$ cat config.mk
export PLATFORM = sky130hd
export DESIGN_NAME = risc_controller
export DESIGN_NICKNAME = d
export VERILOG_FILES = /design/src/rtl/veri_risc_pkg.sv /design/src/rtl/risc_phase_counter.sv /design/src/rtl/risc_controller.sv
export SDC_FILE = /design/constraint.sdc
export NUM_CORES = 1
export LEC_CHECK = 0
export BUFFER_PORTS_ARGS = -buffer_cell sky130_fd_sc_hd__buf_2
export CORE_ASPECT_RATIO = 1.5
export CORE_UTILIZATION = 48
export CTS_CLUSTER_DIAMETER = 50
export DETAILED_ROUTE_END_ITERATION = 7
export GPL_TIMING_DRIVEN = 0
export PLACE_DENSITY_LB_ADDON = 0.3
export SLEW_MARGIN = 25
export SYNTH_ARGS = -nofsm -noshare
export SYNTH_HDL_FRONTEND = slang
export SYNTH_SLANG_ARGS = --single-unit
$ cat constraint.sdc
create_clock -name clk -period 2.5 [get_ports clk]
set_clock_uncertainty 0.2 [all_clocks]
set_input_delay 0.125 -clock clk [delete_from_list [all_inputs] [get_ports clk]]
set_output_delay 0.125 -clock clk [all_outputs]
set_load 0.05 [all_outputs]
$ cat src/rtl/veri_risc_pkg.sv
// Shared definitions for the Veri_Risc CPU blocks.
//   - Opcode encodings carried in IR[7:5].
//   - Phase encodings of the 8-phase instruction cycle.
//   - is_aluop(): true for instructions that load the accumulator from the ALU.
package veri_risc_pkg;

   // Opcodes
   localparam logic [2:0] HLT = 3'd0;
   localparam logic [2:0] SKZ = 3'd1;
   localparam logic [2:0] ADD = 3'd2;
   localparam logic [2:0] AND = 3'd3;
   localparam logic [2:0] XOR = 3'd4;
   localparam logic [2:0] LDA = 3'd5;
   localparam logic [2:0] STO = 3'd6;
   localparam logic [2:0] JMP = 3'd7;

   // Instruction-cycle phases
   localparam logic [2:0] INST_ADDR  = 3'd0;
   localparam logic [2:0] INST_FETCH = 3'd1;
   localparam logic [2:0] INST_LOAD  = 3'd2;
   localparam logic [2:0] IDLE       = 3'd3;
   localparam logic [2:0] OP_ADDR    = 3'd4;
   localparam logic [2:0] OP_FETCH   = 3'd5;
   localparam logic [2:0] ALU_OP     = 3'd6;
   localparam logic [2:0] STORE      = 3'd7;

   function automatic logic is_aluop(input logic [2:0] op);
      return (op == ADD) || (op == AND) || (op == XOR) || (op == LDA);
   endfunction

endpackage

$ cat src/rtl/risc_phase_counter.sv
// 3-bit instruction-phase counter.
//   clk     in   rising-edge clock
//   rst_n   in   asynchronous active-low clear (phase -> 0)
//   i_hold  in   1 = keep current phase this cycle
//   o_phase out  current phase, advances +1 per clock and wraps 7 -> 0
module risc_phase_counter (
   input  logic       clk,
   input  logic       rst_n,
   input  logic       i_hold,
   output logic [2:0] o_phase
);

   logic [2:0] r_phase;

   always_ff @(posedge clk or negedge rst_n) begin
      if (!rst_n) begin
         r_phase <= 3'd0;
      end else if (!i_hold) begin
         r_phase <= r_phase + 3'd1;
      end
   end

   assign o_phase = r_phase;

endmodule

$ cat src/rtl/risc_controller.sv
// Veri_Risc instruction sequencer: steps each instruction through 8 phases,
// decodes the opcode and drives the datapath/memory strobes. Supports a
// sticky halt released by an external resume, and counts retired instructions.
//   clk, rst_n          clock, asynchronous active-low reset
//   opcode, zero        IR[7:5] and accumulator-zero flag
//   resume              release a halted HLT (level, sampled on clk)
//   sel, rd, ld_ir      address mux (1=PC), memory read, IR load
//   inc_pc, ld_pc       PC increment / PC load from operand
//   ld_ac, wr, data_e   AC load, memory write, AC drives data bus
//   halt                CPU halted
//   phase               current phase (debug)
//   instr_cnt           retired instructions since reset, wraps
module risc_controller
   import veri_risc_pkg::*;
#(
   parameter int CNT_W = 16
) (
   input  logic             clk,
   input  logic             rst_n,
   input  logic [2:0]       opcode,
   input  logic             zero,
   input  logic             resume,
   output logic             sel,
   output logic             rd,
   output logic             ld_ir,
   output logic             inc_pc,
   output logic             ld_pc,
   output logic             ld_ac,
   output logic             wr,
   output logic             data_e,
   output logic             halt,
   output logic [2:0]       phase,
   output logic [CNT_W-1:0] instr_cnt
);

   logic [2:0]       w_phase;
   logic             w_hold;
   logic             w_aluop;
   logic [CNT_W-1:0] r_instr_cnt;

   // HLT parks the sequencer in OP_ADDR until resume is seen on a clock edge.
   assign w_hold  = (w_phase == OP_ADDR) && (opcode == HLT) && !resume;
   assign w_aluop = is_aluop(opcode);

   risc_phase_counter u_phase_counter (
      .clk     (clk),
      .rst_n   (rst_n),
      .i_hold  (w_hold),
      .o_phase (w_phase)
   );

   // An instruction retires on the STORE -> INST_ADDR edge; STORE never holds.
   always_ff @(posedge clk or negedge rst_n) begin
      if (!rst_n) begin
         r_instr_cnt <= '0;
      end else if (w_phase == STORE) begin
         r_instr_cnt <= r_instr_cnt + CNT_W'(1);
      end
   end

   // Strobes are a pure decode of phase and inputs, so reset clears them
   // immediately through the phase register.
   always_comb begin
      sel    = 1'b0;
      rd     = 1'b0;
      ld_ir  = 1'b0;
      inc_pc = 1'b0;
      ld_pc  = 1'b0;
      ld_ac  = 1'b0;
      wr     = 1'b0;
      data_e = 1'b0;
      halt   = 1'b0;
      unique case (w_phase)
         INST_ADDR: begin
            sel = 1'b1;
         end
         INST_FETCH: begin
            sel = 1'b1;
            rd  = 1'b1;
         end
         INST_LOAD, IDLE: begin
            sel   = 1'b1;
            rd    = 1'b1;
            ld_ir = 1'b1;
         end
         OP_ADDR: begin
            // resume lets a halted HLT bump the PC exactly once, on the release cycle.
            inc_pc = (opcode != HLT) || resume;
            halt   = (opcode == HLT);
         end
         OP_FETCH: begin
            rd = w_aluop;
         end
         ALU_OP: begin
            rd     = w_aluop;
            inc_pc = (opcode == SKZ) && zero;
            ld_pc  = (opcode == JMP);
            data_e = (opcode == STO);
         end
         STORE: begin
            rd     = w_aluop;
            ld_ac  = w_aluop;
            ld_pc  = (opcode == JMP);
            wr     = (opcode == STO);
            data_e = (opcode == STO);
         end
         default: begin
            sel = 1'b0;
         end
      endcase
   end

   assign phase     = w_phase;
   assign instr_cnt = r_instr_cnt;

endmodule
==> results.cfg <==
[outcome]
status = finished, final reports clean

[synthesis]
synth_edf_count = 0
synth_area_leader_cell = dfrtp_1
avgSynthCellArea_sq_um = 10.9
yosysMostFrequentCell = dfrtp_1
ys_ff_latch = 19
synth.top_cell.area_share_pct = 45.0
synth_nets = 111
synthTopCellsByArea = dfrtp_1, ha_1, xor2_1
yosysSeqAreaShare_pct = 45.0
syn_area_sq_um = 1060
synth_common_cells = dfrtp_1, xor2_1, xnor2_1, ha_1, nand2_1
syn_inst = 97
synth_ff_type = dfrtp_1
yosys_warnings = 0
yosysUniqueCellTypes = 27
ys_async_sr_fraction_pct = 100

[critical_path]
end_kind = output port
crit_chain = ha_1 -> ha_1 -> buf_2 -> a21oi_1 -> nor3b_2 -> buf_2
crit_path_max_incr_delay_ns = 0.52
cpLargestDelayFamily = flip-flops
crit_required_ns = 2.17
cp.arrival_ns = 1.94
r2r-start = u_phase_counter.o_phase[0]$_DFFE_PN0N_
r2r-end = instr_cnt[15]$_DFFE_PN0P_
worstSetupPathType = reg -> out
critPathSlowestCell = dfrtp_1
start_kind = flip-flop
r2r_cells = 6
r2r_slack_ns = 0.43
path_max_fanout = 10
crit_buf_inv = 2

[sta]
drv_slew = 0
hold_violations = 0
whs_ns = 0.0865
max_slew_margin_pct = 73.1
finalCritPeriodShare_pct = 90.6
tightest_slew_ns = 0.404
setup_viol = 0
grt_setup_unrepaired = false
fmax_ghz = 0.441
setup_ws_ns = 0.234
fin_tns_setup_ns = 0
layout_min_cycle_time_ns = 2.27

[power]
peakVddDrop_mv = 1.18
p_leak_nw = 0.707
pwr_density_cell_nw_per_um2 = 1120

[floorplanning]
initial_core_util_pct = 51.5
die_x_microns = 40.3
row_count = 20
core-area_sq_um = 2050
ios = 35
die_area_sq_um = 2400
fp.dieH_microns = 59.4

[placement]
hpwlAfterDp_microns = 1540
io_buffers = 34
place.gp.congestion = 0.695
dpl-instance-area_sq_um = 1270
pre_cts_slack_ns = 0.446

[layout]
final_util_pct = 64.4
finish.instance_area_sq_um = 1320
drive_above_1_share_pct = 35.0
n_antenna_cell = 0
syn2layout_area_growth_pct = 25.1
multi_input_area_sq_um = 577
seqCellArea_sq_um = 475
fillers = 165
nets = 152

[grt]
track_usage_pct = 18.4
grt_max_degree = 20
grt_pass1_wl_microns = 3110
antenna_found_initial = 0
grt.overflow.total = 0
grt_pass1_vias = 766

[detailed_routing]
num_vias = 852
ant_nets = 0
wl_per_cell_microns = 12.0
wl_met1_microns = 751
drtIter0Drc = 15
wl_met2_microns = 1070
drt_wl_total_microns = 1910
via_per_inst = 5.36
met3_length_microns = 66
remaining_drc_errors = 0
highest_layer = met4
firstDrtPassIters = 3

[clock_network]
ctsResizeCount = 0
postCtsSetupRepairBufs = 0
cts.sinks = 19
hold_buffers = 2
cts_buffers = 3
tritoncts = done
clkLatencyLatePin_ns = 0.28
clkTransAtPathRegs_ns = 0.10
ctsLongestPathBuffers = 2
htreeDepth = 1
cts_root_buffer = clkbuf_4

[min_path]
hp-class = in -> async

[job]
maxCapViolations = 0
metrics by stage:
step / std cells / total power, mW
5_1_grt: 159 / 1.57
2_1_floorplan: 97 / 1.15
3_5_place_dp: 153 / 1.35
3_3_place_gp: 153 / 1.33
6_report: 159 / 1.48
4_1_cts: 159 / 1.50
placed cells by master (no fill, tap or decap), types with 5 or more instances in the layout:
cell type,synthesis,routed
buf_2,1,35
dfrtp_1,19,19
ha_1,7,7
inv_1,5,5
nand2_1,7,7
nand4_1,5,5
nor2_1,6,6
nor4_1,6,6
xnor2_1,8,8
xor2_1,9,9
sequential cells by signal (all words and copies together), names as in the netlist:
register	flops
u_phase_counter.o_phase	3
instr_cnt	16
layer usage:
metal | track usage (%) | vias to the layer above
met4 | 5.71 | 0
li1 | - | 420
met2 | 33.2 | 19
met1 | 20.5 | 411
met5 | 0 | -
met3 | 3.38 | 2
worst max-delay path by stage:
stage                                                start                        end  cells past startpoint
floorplan           u_phase_counter.o_phase[0]$_DFFE_PN0N_                      ld_pc                      5
global placement    u_phase_counter.o_phase[0]$_DFFE_PN0N_  instr_cnt[15]$_DFFE_PN0P_                      6
detailed placement  u_phase_counter.o_phase[0]$_DFFE_PN0N_  instr_cnt[15]$_DFFE_PN0P_                      6
CTS                 u_phase_counter.o_phase[0]$_DFFE_PN0N_                      ld_pc                      6
global route        u_phase_counter.o_phase[0]$_DFFE_PN0N_                     data_e                      6
finish              u_phase_counter.o_phase[0]$_DFFE_PN0N_                      ld_pc                      6
area by class of cell:
cell class                      count  area share, %
Multi-Input combinational cell     72           43.7
Clock inverter                      1          0.379
Tap cell                           22           2.08
Timing Repair Buffer               36           14.4
Buffer                              1          0.379
Inverter                            5           1.42
Sequential cell                    19           36.0
Clock buffer                        3           1.70
kinds of logic (layout without fill, tap and decap cells):
logic type	count (synthesis)	count (layout)	share of synthesized area [%]
DFF	19	19	45.0
xor gates and xnor gates	17	17	14.1
muxes	2	2	2.13
AOI/OAI and AO/OA	7	7	4.27
and+or+nand+nor	39	39	23.9
adders and majority gates	7	7	8.29
buffers and inverters	6	46	2.25
report_power, final:
group	leakage, nW	internal, mW	total, mW	switching, mW
Combinational	0.437	0.228	0.843	0.615
Sequential	0.252	0.371	0.492	0.121
Clock	0.0177	0.0593	0.147	0.0876
Total	0.707	0.658	1.48	0.824
(Power assumes the default switching activity.)
